`src/rtl/gemm_tile_scheduler.sv`:
```
// gemm_tile_scheduler
//   Sequences one InnerProduct1DArray pass over a GEMM tile. Issues num_rows row reads to the
//   operand buffers, tracks each row through the read + array latency with a valid/tag shift
//   register, and captures each result row into a FIFO that drains over valid/ready. Issue is
//   credit-limited because the array cannot stall: a row is only issued if a FIFO slot is
//   guaranteed for it when it emerges.
//
// Ports
//   clk, rst          clock (rising edge), asynchronous active-low reset
//   start, num_rows   tile request and row count, sampled in IDLE only
//   busy, done        tile in progress, one-cycle completion pulse
//   row_rd_en         operand-buffer read strobe, row_addr = row index read
//   array_data_in     array result, lane j at [j*OUTPUT_DATA_WIDTH +: OUTPUT_DATA_WIDTH]
//   out_valid/ready   result FIFO handshake, out_data = result row, out_row = its row index
//   stall_cycles      ISSUE cycles with no credit (only when GEMM_SCHED_PERF_EN is defined)
//
// Optional feature macro: GEMM_SCHED_PERF_EN
module gemm_tile_scheduler #(
    parameter int unsigned NUM               = 4,
    parameter int unsigned OUTPUT_DATA_WIDTH = 32,
    parameter int unsigned ROW_ADDR_WIDTH    = 8,
    parameter int unsigned RD_LATENCY        = 1,
    parameter int unsigned PIPE_LATENCY      = 3,
    parameter int unsigned FIFO_DEPTH        = 4
) (
    input  logic                                clk,
    input  logic                                rst,
    input  logic                                start,
    input  logic [ROW_ADDR_WIDTH-1:0]           num_rows,
    output logic                                busy,
    output logic                                done,
    output logic                                row_rd_en,
    output logic [ROW_ADDR_WIDTH-1:0]           row_addr,
    input  logic [NUM*OUTPUT_DATA_WIDTH-1:0]    array_data_in,
    output logic                                out_valid,
    input  logic                                out_ready,
    output logic [NUM*OUTPUT_DATA_WIDTH-1:0]    out_data,
`ifdef GEMM_SCHED_PERF_EN
    output logic [31:0]                         stall_cycles,
`endif
    output logic [ROW_ADDR_WIDTH-1:0]           out_row
);

    localparam int unsigned DW = NUM * OUTPUT_DATA_WIDTH;
    localparam int unsigned L  = RD_LATENCY + PIPE_LATENCY;
    localparam int unsigned PW = (FIFO_DEPTH > 1) ? $clog2(FIFO_DEPTH) : 1;
    localparam int unsigned CW = $clog2(FIFO_DEPTH + 1);

    localparam logic [1:0] S_IDLE  = 2'd0;
    localparam logic [1:0] S_ISSUE = 2'd1;
    localparam logic [1:0] S_DRAIN = 2'd2;

    localparam logic [ROW_ADDR_WIDTH-1:0] ROW_ONE  = ROW_ADDR_WIDTH'(1);
    localparam logic [PW-1:0]             PTR_ONE  = PW'(1);
    localparam logic [PW-1:0]             PTR_LAST = PW'(FIFO_DEPTH - 1);

    logic [1:0]                r_state;
    logic [1:0]                w_state_d;
    logic [ROW_ADDR_WIDTH-1:0] r_m;
    logic [ROW_ADDR_WIDTH-1:0] r_cnt;
    logic                      r_done;

    // Stage i valid means the row issued i+1 cycles ago is still in the read/array pipeline.
    logic [L-1:0]              r_vld;
    logic [ROW_ADDR_WIDTH-1:0] r_tag [L];

    logic [DW-1:0]             r_mem     [FIFO_DEPTH];
    logic [ROW_ADDR_WIDTH-1:0] r_mem_tag [FIFO_DEPTH];
    logic [PW-1:0]             r_wptr;
    logic [PW-1:0]             r_rptr;
    logic [CW-1:0]             r_count;

    logic                      w_accept;
    logic                      w_push;
    logic                      w_pop;
    logic [CW-1:0]             w_count_after;
    logic [31:0]               w_inflight;
    logic                      w_credit;
    logic                      w_issue;
    logic                      w_last;
    logic                      w_drained;

    always_comb begin
        w_inflight = '0;
        for (int i = 0; i < int'(L); i++) begin
            w_inflight = w_inflight + 32'(r_vld[i]);
        end
    end

    assign w_accept      = (r_state == S_IDLE) && start;
    assign w_push        = r_vld[L-1];
    assign w_pop         = out_valid && out_ready;
    // A same-cycle pop frees its slot immediately, so credit uses the post-pop occupancy.
    assign w_count_after = r_count - CW'(w_pop);
    assign w_credit      = (32'(w_count_after) + w_inflight) < FIFO_DEPTH;
    assign w_issue       = (r_state == S_ISSUE) && w_credit;
    assign w_last        = (r_cnt == (r_m - ROW_ONE));
    assign w_drained     = (r_state == S_DRAIN) && (w_count_after == '0) &&
                           (w_inflight == '0) && !w_push;

    always_comb begin
        w_state_d = r_state;
        unique case (r_state)
            S_IDLE:  if (start && (num_rows != '0)) w_state_d = S_ISSUE;
            S_ISSUE: if (w_issue && w_last)         w_state_d = S_DRAIN;
            S_DRAIN: if (w_drained)                 w_state_d = S_IDLE;
            default: w_state_d = S_IDLE;
        endcase
    end

    always_ff @(posedge clk or negedge rst) begin
        if (!rst) begin
            r_state <= S_IDLE;
            r_m     <= '0;
            r_cnt   <= '0;
            r_done  <= 1'b0;
        end else begin
            r_state <= w_state_d;
            r_done  <= (w_accept && (num_rows == '0)) || w_drained;
            if (w_accept) begin
                r_m   <= num_rows;
                r_cnt <= '0;
            end else if (w_issue) begin
                r_cnt <= r_cnt + ROW_ONE;
            end
        end
    end

    always_ff @(posedge clk or negedge rst) begin
        if (!rst) begin
            r_vld <= '0;
            for (int i = 0; i < int'(L); i++) r_tag[i] <= '0;
        end else begin
            r_vld[0] <= w_issue;
            r_tag[0] <= r_cnt;
            for (int i = 1; i < int'(L); i++) begin
                r_vld[i] <= r_vld[i-1];
                r_tag[i] <= r_tag[i-1];
            end
        end
    end

    always_ff @(posedge clk or negedge rst) begin
        if (!rst) begin
            for (int i = 0; i < int'(FIFO_DEPTH); i++) begin
                r_mem[i]     <= '0;
                r_mem_tag[i] <= '0;
            end
            r_wptr  <= '0;
            r_rptr  <= '0;
            r_count <= '0;
        end else begin
            if (w_push) begin
                r_mem[r_wptr]     <= array_data_in;
                r_mem_tag[r_wptr] <= r_tag[L-1];
                r_wptr            <= (r_wptr == PTR_LAST) ? '0 : r_wptr + PTR_ONE;
            end
            if (w_pop) begin
                r_rptr <= (r_rptr == PTR_LAST) ? '0 : r_rptr + PTR_ONE;
            end
            r_count <= r_count + CW'(w_push) - CW'(w_pop);
        end
    end

`ifdef GEMM_SCHED_PERF_EN
    logic [31:0] r_stall;

    always_ff @(posedge clk or negedge rst) begin
        if (!rst) begin
            r_stall <= '0;
        end else if (w_accept) begin
            r_stall <= '0;
        end else if ((r_state == S_ISSUE) && !w_credit && (r_stall != '1)) begin
            r_stall <= r_stall + 32'd1;
        end
    end

    assign stall_cycles = r_stall;
`endif

    assign busy      = (r_state != S_IDLE);
    assign done      = r_done;
    assign row_rd_en = w_issue;
    assign row_addr  = w_issue ? r_cnt : '0;
    assign out_valid = (r_count != '0);
    assign out_data  = r_mem[r_rptr];
    assign out_row   = r_mem_tag[r_rptr];

endmodule
```
`config.mk`:
```
export PLATFORM = sky130hd
export DESIGN_NAME = gemm_tile_scheduler
export DESIGN_NICKNAME = d
export VERILOG_FILES = /design/src/rtl/gemm_tile_scheduler.sv
export SDC_FILE = /design/constraint.sdc
export NUM_CORES = 1
export LEC_CHECK = 0
export CORE_ASPECT_RATIO = 1.25
export CORE_MARGIN = 2
export CORE_UTILIZATION = 60
export DETAILED_ROUTE_END_ITERATION = 12
export HOLD_SLACK_MARGIN = 0.03
export PLACE_DENSITY = 0.84
export SLEW_MARGIN = 25
export SYNTH_ARGS = -nofsm -noshare
export SYNTH_HDL_FRONTEND = slang
export SYNTH_SLANG_ARGS = --single-unit
```
`constraint.sdc`:
```
create_clock -name clk -period 8.95 [get_ports clk]
set_input_delay 1.79 -clock clk [delete_from_list [all_inputs] [get_ports clk]]
set_output_delay 1.79 -clock clk [all_outputs]
set_load 0.01 [all_outputs]
```
==> summary.md <==
| Metric | Value |
|---|---|
| Root Driver | `clkbuf_16` |
| Unrepaired setup endpoints after global routing | `no` |
| R2R Path Start | `r_vld[3]` |
| Post-Place Cell Area | `about 0.029 mm²` |
| Fin worst setup slack | `2.24 ns` |
| DR WL/cell | `21.9 µm` |
| Number of CTS-inserted buffers | `58` |
| Synth async-reset ratio | `100%` |
| Min-Delay Path Class | `register to register` |
| Overall routing resource usage | `24.7%` |
| Yosys Warn Count | `0` |
| Drt drc | `0` |
| Resize count post-CTS | `0` |
| Synth Area per Inst | `17.0 µm²` |
| Initial antenna violation count | `6` |
| Drt pass-1 iters | `4` |
| Post-Syn Nets | `1,680` |
| R2R Setup Slk | `between 5 and 6 ns` |
| Utilization after layout | `73.0%` |
| CTS tree | `built` |
| Latest clock arrival within the worst-skew pair | `0.61 ns` |
| Cells along the critical path | `clkdlybuf4s50_1 > nand2_1 > inv_1 > ha_1 > ha_1 > xor2_1 > ha_1 > nor3_1 > and3_1 > and2_2 > clkdlybuf4s50_1` |
| Share of cells above drive strength 1 | `around 14%` |
| Lkg Pwr | `13.0 nW` |
| Crit path buf inv count | `3` |
| Crit end category | `output port` |
| Number of global-route vias before repair | `between 15k and 20k` |
| Net Sw Frac | `31.4%` |
| Die Area | `around 0.045 mm²` |
| CP most frequent cell | `ha_1` |
| Final WL | `52,800 µm` |
| Pre-CTS WS | `2.33 ns` |
| Gpl congestion | `0.760` |
| Core Region | `0.0428 mm²` |
| Post-route ant nets | `0` |
| Largest net degree at the start of global routing | `185` |
| Peak supply drop | `0.337 mV` |
| Via count | `about 14k` |
| Largest family of logic cells by synthesized area | `multiplexers` |
| Post-synthesis cell count | `between 1.5k and 2k` |
| Internal power | `8.70 mW` |
| IO Count | `288` |
| Tcrit/Tclk final | `74.9%` |
| Pins over their slew limit | `0` |
| Xor/xnor share of the synthesized area | `less than 1%` |
| Total gr overflow | `0` |
| Multiplexer share of the synthesized area | `35.9%` |
| Via density | `a little under 6` |
| Sequential fraction of design power | `38.2%` |
| Combinational share of power | `roughly 42%` |
| Fin area | `~0.031 mm²` |
| Seq/Total Area, Yosys | `about three fifths` |
| Largest cells by area after synthesis | `dfrtp_1, mux2_1, mux4_2` |
| Critical Path AT | `between 4 and 5 ns` |
| Chip Height | `236 µm` |
| Cell at the slowest stage of the critical path | `and3_1` |
| CTS Buffer Depth | `3` |
| Post-route setup TNS | `0 ns` |
| Clock power frac | `19.4%` |
| Top-area cell type share of the netlist area | `58.7%` |
| Maxcap violations | `0` |
| Compound-gate portion of the synthesized area | `0.431%` |
| H-Tree Depth | `2` |
| Kind of critical path | `input port to output port` |
| Fin crit period | `around 6.7 ns` |
| Post-Synth Adder-Cell Area | `less than 1%` |
| Post-synthesis simple-gate area fraction | `under 10%` |
| 1st-iter DRT viols | `551` |
| Synth Flop Type | `dfrtp_1` |
| Port Buffer Count | `287` |
| R2r endpoint | `r_cnt[7]` |
| Post-CTS setup buffers | `0` |
| Worst-margin pin slew | `around 0.98 ns` |
| Starting Density | `~60%` |
| Final Hold Fails | `0` |
| Slew headroom | `34.5%` |
| Worst EP required | `7.16 ns` |
| Final #Nets | `1,954` |
| Layout area overhead | `20.7%` |
| Clock sinks | `606` |
| Die width | `190 µm` |
| Crit Path Max Fanout | `19` |
| Commonest non-fill, non-tap cell in the layout | `dfrtp_1` |
| Post-DP HPWL | `approximately 32,000 µm` |
| EDFF count, synth | `0` |
| Worst clock skew | `0.0199 ns` |
| Placement Rows | `85` |
| Cell count of the worst reg-to-reg path | `11` |
| Sw Pwr | `3.98 mW` |
| Synth Cell Area | `0.0258 mm²` |
| Final setup viols | `0` |
| F_max | `149 MHz` |
| Commonest cells after routing, fill and taps aside | `dfrtp_1, mux2_1, clkdlybuf4s50_1, mux4_2, clkbuf_16` |
| Worst setup SP type | `input port` |
| Worst hold start | `r_tag[30]` |
| Cell Pwr Density | `406 mW/mm²` |
| Total power draw | `12.7 mW` |
| Hold Crit Depth | `0` |
| Synth Register Bits | `606` |
| Hold EP | `r_tag[22]` |
| Status | `finished clean` |
| Synth cell types | `45` |
| First-pass GRT wire length | `86,500 µm` |
| Crit-path leading delay family | `simple AND/OR/NAND/NOR gates` |
| Post-CTS Hold Fix Bufs | `0` |
| Reg clk slew, reported paths | `0.06 ns` |
| Slowest cell delay on critical path | `0.59 ns` |
| Post-synth top area cell | `dfrtp_1` |
-- metrics by stage --
step           hold WS, ns  instances
6_report             0.346       2411
5_1_grt              0.355       2410
3_3_place_gp         0.332       2299
3_5_place_dp         0.336       2299
2_1_floorplan        0.331       1523
4_1_cts              0.350       2404
-- cell type report --
cell class / count / area (µm²)
Inverter: 20 / 75.1
Tap cell: 565 / 707
Timing Repair Buffer: 305 / 3120
Clock buffer: 90 / 1710
Clock inverter: 15 / 210
Fill cell: 2648 / 11600
Antenna cell: 4 / 10.0
Sequential cell: 606 / 15200
Multi-Input combinational cell: 806 / 10200
-- power groups by stage --
stage          clock network (mW)  registers (mW)  logic, mW
3_3_place_gp                    0            4.79       5.22
6_report                     2.47            4.84       5.37
3_5_place_dp                    0            4.92       5.37
5_1_grt                      2.64            5.01       5.78
2_1_floorplan                   0            4.58       3.38
4_1_cts                      2.52            4.89       5.41
-- worst max-delay path by stage --
stage | slack, ns | depth (start not counted) | from | end
floorplan | 3.53 | 11 | out_ready | row_addr[0]
CTS | 2.23 | 11 | out_ready | row_addr[2]
detailed placement | 2.33 | 11 | out_ready | row_addr[2]
finish | 2.24 | 11 | out_ready | row_addr[2]
global placement | 2.42 | 11 | out_ready | row_addr[2]
global route | 2.06 | 11 | out_ready | row_addr[2]
-- routing by layer --
metal / GRT usage (%) / vias up / part of all wire [%]
met3: 6.03 / 89 / 6.1
met4: 8.43 / 6 / 2.7
met1: 30.4 / 7472 / 40
li1: - / 6175 / -
met2: 42.7 / 325 / 51
met5: 0 / - / 0.063
-- logic make-up (layout without fill, tap and decap cells) --
family          count (synthesis)  count (layout)
xor+xnor                       19              19
mux                           688             688
fa+ha+maj                      17              17
buf+inv                       111             430
simple gates                   67              67
compound gates                 15              15
other cells                     0               4
flops                         606             606
-- sequential cells by signal, indices dropped and copies added, names as in the netlist --
register,count
r_mem,512
r_mem_tag,32
r_rptr,2
r_state,2
r_cnt,8
r_m,8
r_vld,4
r_count,3
r_tag,32
r_wptr,2
done,1
-- synthesized netlist by cell type (2+ instances only) --
cell      instances
nand4_1           6
buf_2            72
or3_1             2
mux2_1          550
nand2_1          14
xor2_1           11
clkbuf_1          5
buf_4             2
nor3_1            5
inv_1            20
fa_1              2
o21ai_1           2
nor4_1            4
o21ai_0           4
ha_1             15
buf_1            12
nand2b_1          3
xnor2_1           8
dfrtp_1         606
nand3b_1          2
mux4_2          136
and3_1            2
and2_1            7
nor2_1           12
No activity file was read; power rests on OpenSTA's default activity.
